===== src/rtl/alu_wide_seq.sv =====
// Multi-byte add/subtract sequencer that drives an 8-bit alua one byte per cycle,
// LSB first, chaining carry/borrow and assembling a full-width result with flags.
module alu_wide_seq #(
  parameter int         NBYTES   = 2,
  parameter logic [1:0] SEL_ADD  = 2'b00,
  parameter logic [1:0] SEL_ADDC = 2'b01,
  parameter logic [1:0] SEL_SUB  = 2'b10,
  parameter logic [1:0] SEL_SUBC = 2'b11,
  localparam int        W        = 8 * NBYTES
) (
  input  logic         clk,
  input  logic         rst,
  input  logic         start,
  input  logic [1:0]   op,
  input  logic [W-1:0] a,
  input  logic [W-1:0] b,
  input  logic         cin,
  output logic         busy,
  output logic         done,
  output logic [W-1:0] result,
  output logic         c_out,
  output logic         v_out,
  output logic         z_out,
  output logic [7:0]   alu_a,
  output logic [7:0]   alu_b,
  output logic [1:0]   alu_sel,
  output logic         alu_cin,
  input  logic [7:0]   alu_out,
  input  logic         alu_cout,
  input  logic         alu_vout
);

  localparam int IDXW = (NBYTES > 1) ? $clog2(NBYTES) : 1;
  localparam logic [IDXW-1:0] LAST_IDX = IDXW'(NBYTES - 1);
  // Every byte except the MSB; empty for a single-byte configuration.
  localparam logic [W-1:0] LOW_MASK = {W{1'b1}} >> 8;

  localparam logic [1:0] ST_IDLE = 2'd0;
  localparam logic [1:0] ST_RUN  = 2'd1;
  localparam logic [1:0] ST_DONE = 2'd2;

  logic [1:0]      r_state;
  logic [IDXW-1:0] r_idx;
  logic [W-1:0]    r_a;
  logic [W-1:0]    r_b;
  logic [1:0]      r_op;
  logic            r_cin;
  logic            r_carry;
  logic [W-1:0]    r_result;
  logic            r_c;
  logic            r_v;
  logic            r_z;

  logic            w_is_sub;
  logic            w_use_cin;
  logic            w_low_zero;

  assign w_is_sub   = (r_op == SEL_SUB) || (r_op == SEL_SUBC);
  assign w_use_cin  = (r_op == SEL_ADDC) || (r_op == SEL_SUBC);
  assign w_low_zero = ((r_result & LOW_MASK) == '0);

  assign busy   = (r_state != ST_IDLE);
  assign done   = (r_state == ST_DONE);
  assign result = r_result;
  assign c_out  = r_c;
  assign v_out  = r_v;
  assign z_out  = r_z;

  always_comb begin
    alu_a   = '0;
    alu_b   = '0;
    alu_sel = '0;
    alu_cin = 1'b0;
    if (r_state == ST_RUN) begin
      alu_a = r_a[{r_idx, 3'b000} +: 8];
      alu_b = r_b[{r_idx, 3'b000} +: 8];
      if (r_idx == '0) begin
        alu_sel = r_op;
        alu_cin = w_use_cin ? r_cin : 1'b0;
      end else begin
        // Upper bytes always chain the previous byte's carry/borrow.
        alu_sel = w_is_sub ? SEL_SUBC : SEL_ADDC;
        alu_cin = r_carry;
      end
    end
  end

  always_ff @(posedge clk) begin
    if (rst) begin
      r_state  <= ST_IDLE;
      r_idx    <= '0;
      r_a      <= '0;
      r_b      <= '0;
      r_op     <= '0;
      r_cin    <= 1'b0;
      r_carry  <= 1'b0;
      r_result <= '0;
      r_c      <= 1'b0;
      r_v      <= 1'b0;
      r_z      <= 1'b0;
    end else begin
      case (r_state)
        ST_IDLE: begin
          if (start) begin
            r_a     <= a;
            r_b     <= b;
            r_op    <= op;
            r_cin   <= cin;
            r_idx   <= '0;
            r_carry <= 1'b0;
            r_state <= ST_RUN;
          end
        end
        ST_RUN: begin
          r_result[{r_idx, 3'b000} +: 8] <= alu_out;
          r_carry <= alu_cout;
          if (r_idx == LAST_IDX) begin
            r_c     <= alu_cout;
            r_v     <= alu_vout;
            r_z     <= w_low_zero && (alu_out == 8'h00);
            r_idx   <= '0;
            r_state <= ST_DONE;
          end else begin
            r_idx <= r_idx + 1'b1;
          end
        end
        ST_DONE: r_state <= ST_IDLE;
        default: r_state <= ST_IDLE;
      endcase
    end
  end

endmodule


===== config.mk =====
export PLATFORM = sky130hd
export DESIGN_NAME = alu_wide_seq
export DESIGN_NICKNAME = d
export VERILOG_FILES = /design/src/rtl/alu_wide_seq.sv
export SDC_FILE = /design/constraint.sdc
export NUM_CORES = 1
export LEC_CHECK = 0
export ABC_AREA = 1
export BUFFER_PORTS_ARGS = -buffer_cell sky130_fd_sc_hd__buf_4
export CAP_MARGIN = 0
export CORE_MARGIN = 4
export CORE_UTILIZATION = 45
export DETAILED_ROUTE_END_ITERATION = 16
export PLACE_DENSITY = 0.74
export SETUP_SLACK_MARGIN = 0.1
export SYNTH_ARGS = -nofsm -noshare
export SYNTH_HDL_FRONTEND = slang
export SYNTH_SLANG_ARGS = --single-unit

===== constraint.sdc =====
create_clock -name clk -period 1.4 [get_ports clk]
set_clock_uncertainty 0.2 [all_clocks]
set_input_delay 0 -clock clk [delete_from_list [all_inputs] [get_ports clk]]
set_output_delay 0 -clock clk [all_outputs]
set_load 0.02 [all_outputs]

# Word level (Yosys, flattened, before mapping)
# Index checks and enable logic that the tools add are counted.
# W data, S select, Z words.
# totals
ff_bits,58
latchBits,0
ram_bits,0
mem_bits_ro,0
out_inout_bits,40
elab_cells,52
n_memories,0
# classes
addsub,2
n_mul,0
div,0
order_cmp,0
eq_ne,7
shift,4
n_mux,16
n_bitwise,0
reduce_logical,12
# ops
operator,count
$shiftx A16 B5 Y8,2
$bwmux W16,1
$logic_not A16 Y1,1
$mux W8,2
$shift A8 B6 Y16 const A,1
$shiftx A8 B6 Y16,1
$mux W2,5
$logic_not A8 Y1,1
$reduce_and A2 Y1,4
$eq A2 B2 Y1 const B,3
$neg A4 Y6,1
$mux W1,5
$eq A2 B1 Y1 const B,2
$ne A2 B2 Y1 const B,2
$pmux W1 S2,2
$pmux W2 S2,1
$reduce_bool A2 Y1,2
$logic_not A2 Y1,1
$logic_or A1 B1 Y1,2
$add A1 B1 Y1 const B,1
$logic_and A1 B1 Y1,1

# Logic depth before layout (Yosys ltp)
# depth
depth_word,5
depth_mapped,8
ltp_nobuf,8

# Least setup slack after synthesis
# No wires, ideal clock.
# synth_path
path_type,register -> output
startpoint,reg r_idx
endpoint,out alu_a[0]
t_arrival_ns,1.113
required_ns,1.200
setup_slack_ns,0.087
path_stages_with_launch,6
path_cell_list,dfxtp_1 buf_4 inv_4 buf_2 nand2_1 a21oi_1
# synth_via
elab_chain_cells,2
# synth_lines
item,line,rtl
from (decl),43,logic [IDXW-1:0] r_idx;
from (signal assigned),124,r_idx <= r_idx + 1'b1;
$shiftx A16 B5 Y8,75,"alu_a = r_a[{r_idx, 3'b000} +: 8];"
$mux W8,74,if (r_state == ST_RUN) begin
to (decl),24,"output logic [7:0] alu_a,"
# No other way between the ends.

# Final worst setup path
# layout_path
startpoint,reg r_state[0]
endpoint,out alu_b[6]
# layout_via
elab_chain_cells,2
# layout_lines
item,line,rtl
from (decl),42,logic [1:0] r_state;
from (signal assigned),90,r_state <= ST_IDLE;
from (signal assigned),111,r_state <= ST_RUN;
from (signal assigned),122,r_state <= ST_DONE;
$eq A2 B1 Y1,74,
$mux W8,74,
to (decl),25,"output logic [7:0] alu_b,"
# No other way between the ends.

==> impl_table.tex <==
\begin{tabular}{lr}
\hline
Metric & Value \\
\hline
\multicolumn{2}{l}{\textbf{Status}} \\
Run status & complete, but fails checks \\
Violated checks & negative setup slack \\
\multicolumn{2}{l}{\textbf{Worst setup path}} \\
Startpoint type of the worst setup path & register \\
Critical path fanouts, max & 7 \\
Endpoint class of the critical path & primary output \\
Worst Path Arrival & 1.49 ns \\
Critical path type & register to primary output \\
CP Data Required Time & 1.20 ns \\
\multicolumn{2}{l}{\textbf{Timing}} \\
Setup repair after global routing missed its margin & true \\
Worst-case setup margin in the final layout & -0.292 ns \\
Number of pins with negative max-slew slack in the final report & 0 \\
Count of endpoints failing setup in the final report & 76 \\
Max Freq & 591 MHz \\
Tmin final & 1.69 ns \\
Endpoints failing hold & 0 \\
Worst slew margin relative to its limit & 0.529 \\
Final cycle utilization of the critical path & 1.21 \\
Transition time at the pin with the least slew margin & 0.705 ns \\
\multicolumn{2}{l}{\textbf{Hold path}} \\
Class of the tightest hold or removal check & input port to register \\
\multicolumn{2}{l}{\textbf{Cells and area}} \\
Count of inserted antenna diode cells & 0 \\
\# nets final & 536 \\
Finished Core Util & 0.896 \\
Filler instances & 198 \\
Layout cells sized above 1 & 0.499 \\
Area grow syn2layout & 90.8\% \\
\multicolumn{2}{l}{\textbf{Global route}} \\
Global-route usage over all layers & 0.282 \\
Pin count of the biggest net entering global routing & 35 \\
Wire length of the first global-routing pass & 14000 um \\
Initial antenna violation count & 0 \\
Gr ovfl total & 0 \\
Via count of the first global-routing pass & 2910 \\
\multicolumn{2}{l}{\textbf{Logic synthesis}} \\
Synth Area per Inst & 7.36 sq um \\
Number of unique standard cell types used by synthesis & 19 \\
Area of the mapped netlist & 2430 sq um \\
Top cell type's share of synthesized area & 0.478 \\
Library cell with the largest summed area after synthesis & sky130\_fd\_sc\_hd\_\_dfxtp\_1 \\
Synthesis warning total & 0 \\
Net count after synthesis & 378 \\
Portion of the post-synthesis area used by sequential elements & 0.478 \\
Flip-flop and latch count after synthesis & 58 \\
Cell count after synthesis & 330 \\
Cell types with the largest area share after synthesis & sky130\_fd\_sc\_hd\_\_dfxtp\_1 (48\%), sky130\_fd\_sc\_hd\_\_nor2\_1 (14\%), sky130\_fd\_sc\_hd\_\_nand2\_1 (7.9\%) \\
\multicolumn{2}{l}{\textbf{Drt}} \\
Total DRC errors in the routed layout & 0 \\
Drt first pass iters & 6 \\
Final wirelength & 12400 um \\
Antenna Violating Nets Remaining & 0 \\
Vias per std cell & 5.93 \\
Via count & 3340 \\
Iteration-0 DRC Markers & 461 \\
Wirelength per Cell & 22.0 um \\
\multicolumn{2}{l}{\textbf{Pwr}} \\
Leakage Power & 1.94 nW \\
Switching Share & 0.330 \\
Seq pwr share & 0.396 \\
Share of total power in combinational logic & 0.295 \\
NetSw & 1.58 mW \\
Worst IR drop on VDD & 0.00101 V \\
Clock power frac & 0.309 \\
Overall power of the completed layout & 4.78 mW \\
Power density over the cells & 1030 nW/um\^{}2 \\
Pint & 3.20 mW \\
\multicolumn{2}{l}{\textbf{Die}} \\
CORE AREA & 5170 sq um \\
Floorplan die height & 81.5 um \\
Number of placed I/O pins & 88 \\
Initial cell density of the core & 0.470 \\
Chip width & 81.5 um \\
Overall die area & 6640 sq um \\
Number of placement rows & 26 \\
\multicolumn{2}{l}{\textbf{CTS}} \\
Clock-pin slew on the worst setup and hold paths & 0.07 ns \\
Clock buffers created by TritonCTS & 9 \\
Clock root buffer & sky130\_fd\_sc\_hd\_\_clkbuf\_8 \\
TritonCTS clock tree & yes \\
Total number of clock tree sinks & 58 \\
Clock network latency to the later pin of the worst-skew pair & 0.34 ns \\
Maximum clock path buffer count & 2 \\
Number of H-tree levels & 3 \\
\multicolumn{2}{l}{\textbf{Flow run}} \\
Maxcap violations & 0 \\
\multicolumn{2}{l}{\textbf{Place}} \\
Global placement routability congestion & 0.798 \\
Port Buffer Count & 87 \\
Detailed Place HPWL & 4540 um \\
\hline
\end{tabular}
==> cell usage in the layout, fill, tap and decap left out, types with 8 or more instances in the layout <==
cell type                        n
sky130_fd_sc_hd__a21oi_2        19
sky130_fd_sc_hd__buf_4          91
sky130_fd_sc_hd__buf_6          15
sky130_fd_sc_hd__clkbuf_8       12
sky130_fd_sc_hd__dfxtp_1        55
sky130_fd_sc_hd__dlygate4sd3_1  48
sky130_fd_sc_hd__nand2_1        51
sky130_fd_sc_hd__nand3_1         8
sky130_fd_sc_hd__nor2_1         66
sky130_fd_sc_hd__nor2_2         27
sky130_fd_sc_hd__nor2_4         10
sky130_fd_sc_hd__o21ai_1         9
sky130_fd_sc_hd__o21ai_2        31
==> cells by family after synthesis <==
kind of cell / count (synthesis) / share of synthesized area
AO/OA/AOI/OAI: 74 / 0.156
buffers and inverters: 30 / 0.0762
AND/OR/NAND/NOR: 168 / 0.290
flip-flops: 58 / 0.478
==> layout make-up <==
cell class	instances	area [sq um]	share of cell area
inverter	8	66.3	0.0143
tap	70	87.6	0.0189
sequential	58	1160	0.251
multi-input combinational	242	1490	0.321
timing repair buffer	165	1580	0.340
clock inverter	2	10.0	0.00216
clock buffer	14	173	0.0373
timing repair inverter	4	68.8	0.0148
==> metrics by stage <==
| step | area (sq um) | setup WS [ns] | TNS, ns | hold slack [ns] | std cells |
|---|---|---|---|---|---|
| after global routing | 4630 | -0.281 | -11.96 | 0.0757 | 563 |
| final | 4630 | -0.292 | -10.85 | 0.0688 | 563 |
| after CTS | 4250 | -0.165 | -2.73 | 0.0287 | 555 |
| after global placement | 3170 | 0.0302 | 0 | 0.0298 | 477 |
| after floorplan | 2490 | 0.150 | 0 | -0.131 | 330 |
| after detailed placement | 3170 | -0.0298 | -0.211 | 0.0325 | 477 |
==> critical path, cell delays in order, from the launching register on <==
cell and delay [ns]:
sky130_fd_sc_hd__dfxtp_2 0.35, sky130_fd_sc_hd__inv_2 0.06, sky130_fd_sc_hd__nor2_4 0.16, sky130_fd_sc_hd__inv_4 0.11
sky130_fd_sc_hd__buf_12 0.17, sky130_fd_sc_hd__a21oi_2 0.13, sky130_fd_sc_hd__buf_4 0.16
==> timing repair <==
action / 4_1_cts / 5_1_grt
cloned: 5 / 4
hold endpoints to repair: 58 / 0
hold buffers: 48 / 0
gates resized for setup: 98 / 72
setup endpoints to repair: 65 / 79
setup buffers: 9 / 5
pin swaps: 7 / 13
==> sequential cells by signal, summed over array words and instances, names as in the netlist <==
name and cells:
z_out 1, v_out 1, r_idx 1, result 16
r_op 2, r_state 2, r_a 16, r_b 16
r_carry 1, r_cin 1, c_out 1
==> worst paths after layout <==
kind / start / to / slack, ns / cells past startpoint
max reg2reg: r_state[0] / c_out / -0.23 / 9
min reg2reg: r_a[13] / r_a[13] / 0.29 / 2
min: start / r_op[1] / 0.07 / 5
max: r_state[0] / alu_b[6] / -0.29 / 6
==> routing by layer <==
layer  vias to the layer above  share of wire  routed length [um]  GRT usage
met4                         0          0.072                 896      0.160
met1                      1555           0.34                4250      0.328
met3                        91           0.10                1300     0.0537
li1                       1382              -                   -          -
met2                       312           0.48                5930      0.481
met5                         -              0                   0          0
==> synth_stat cells <==
library cell,instances
sky130_fd_sc_hd__dfxtp_1,58
sky130_fd_sc_hd__a21oi_1,27
sky130_fd_sc_hd__inv_2,6
sky130_fd_sc_hd__clkbuf_1,4
sky130_fd_sc_hd__buf_4,4
sky130_fd_sc_hd__nand2_2,1
sky130_fd_sc_hd__a21oi_2,2
sky130_fd_sc_hd__nor2_4,2
sky130_fd_sc_hd__inv_4,1
sky130_fd_sc_hd__nand3_1,10
sky130_fd_sc_hd__o21ai_1,9
sky130_fd_sc_hd__inv_1,1
sky130_fd_sc_hd__nor2_1,91
sky130_fd_sc_hd__o21ai_0,36
sky130_fd_sc_hd__nor2_2,10
sky130_fd_sc_hd__buf_6,6
sky130_fd_sc_hd__nand2_1,51
sky130_fd_sc_hd__nand3_2,3
sky130_fd_sc_hd__buf_2,8
==> power groups by stage <==
stage	clock network (mW)	registers (mW)	logic (mW)
floorplan	0	1.90	0.452
global placement	0	1.88	0.736
detailed placement	0	1.88	0.750
CTS	1.41	1.85	1.09
global route	1.53	1.90	1.46
finish	1.47	1.89	1.41
(Power assumes the default switching activity.)
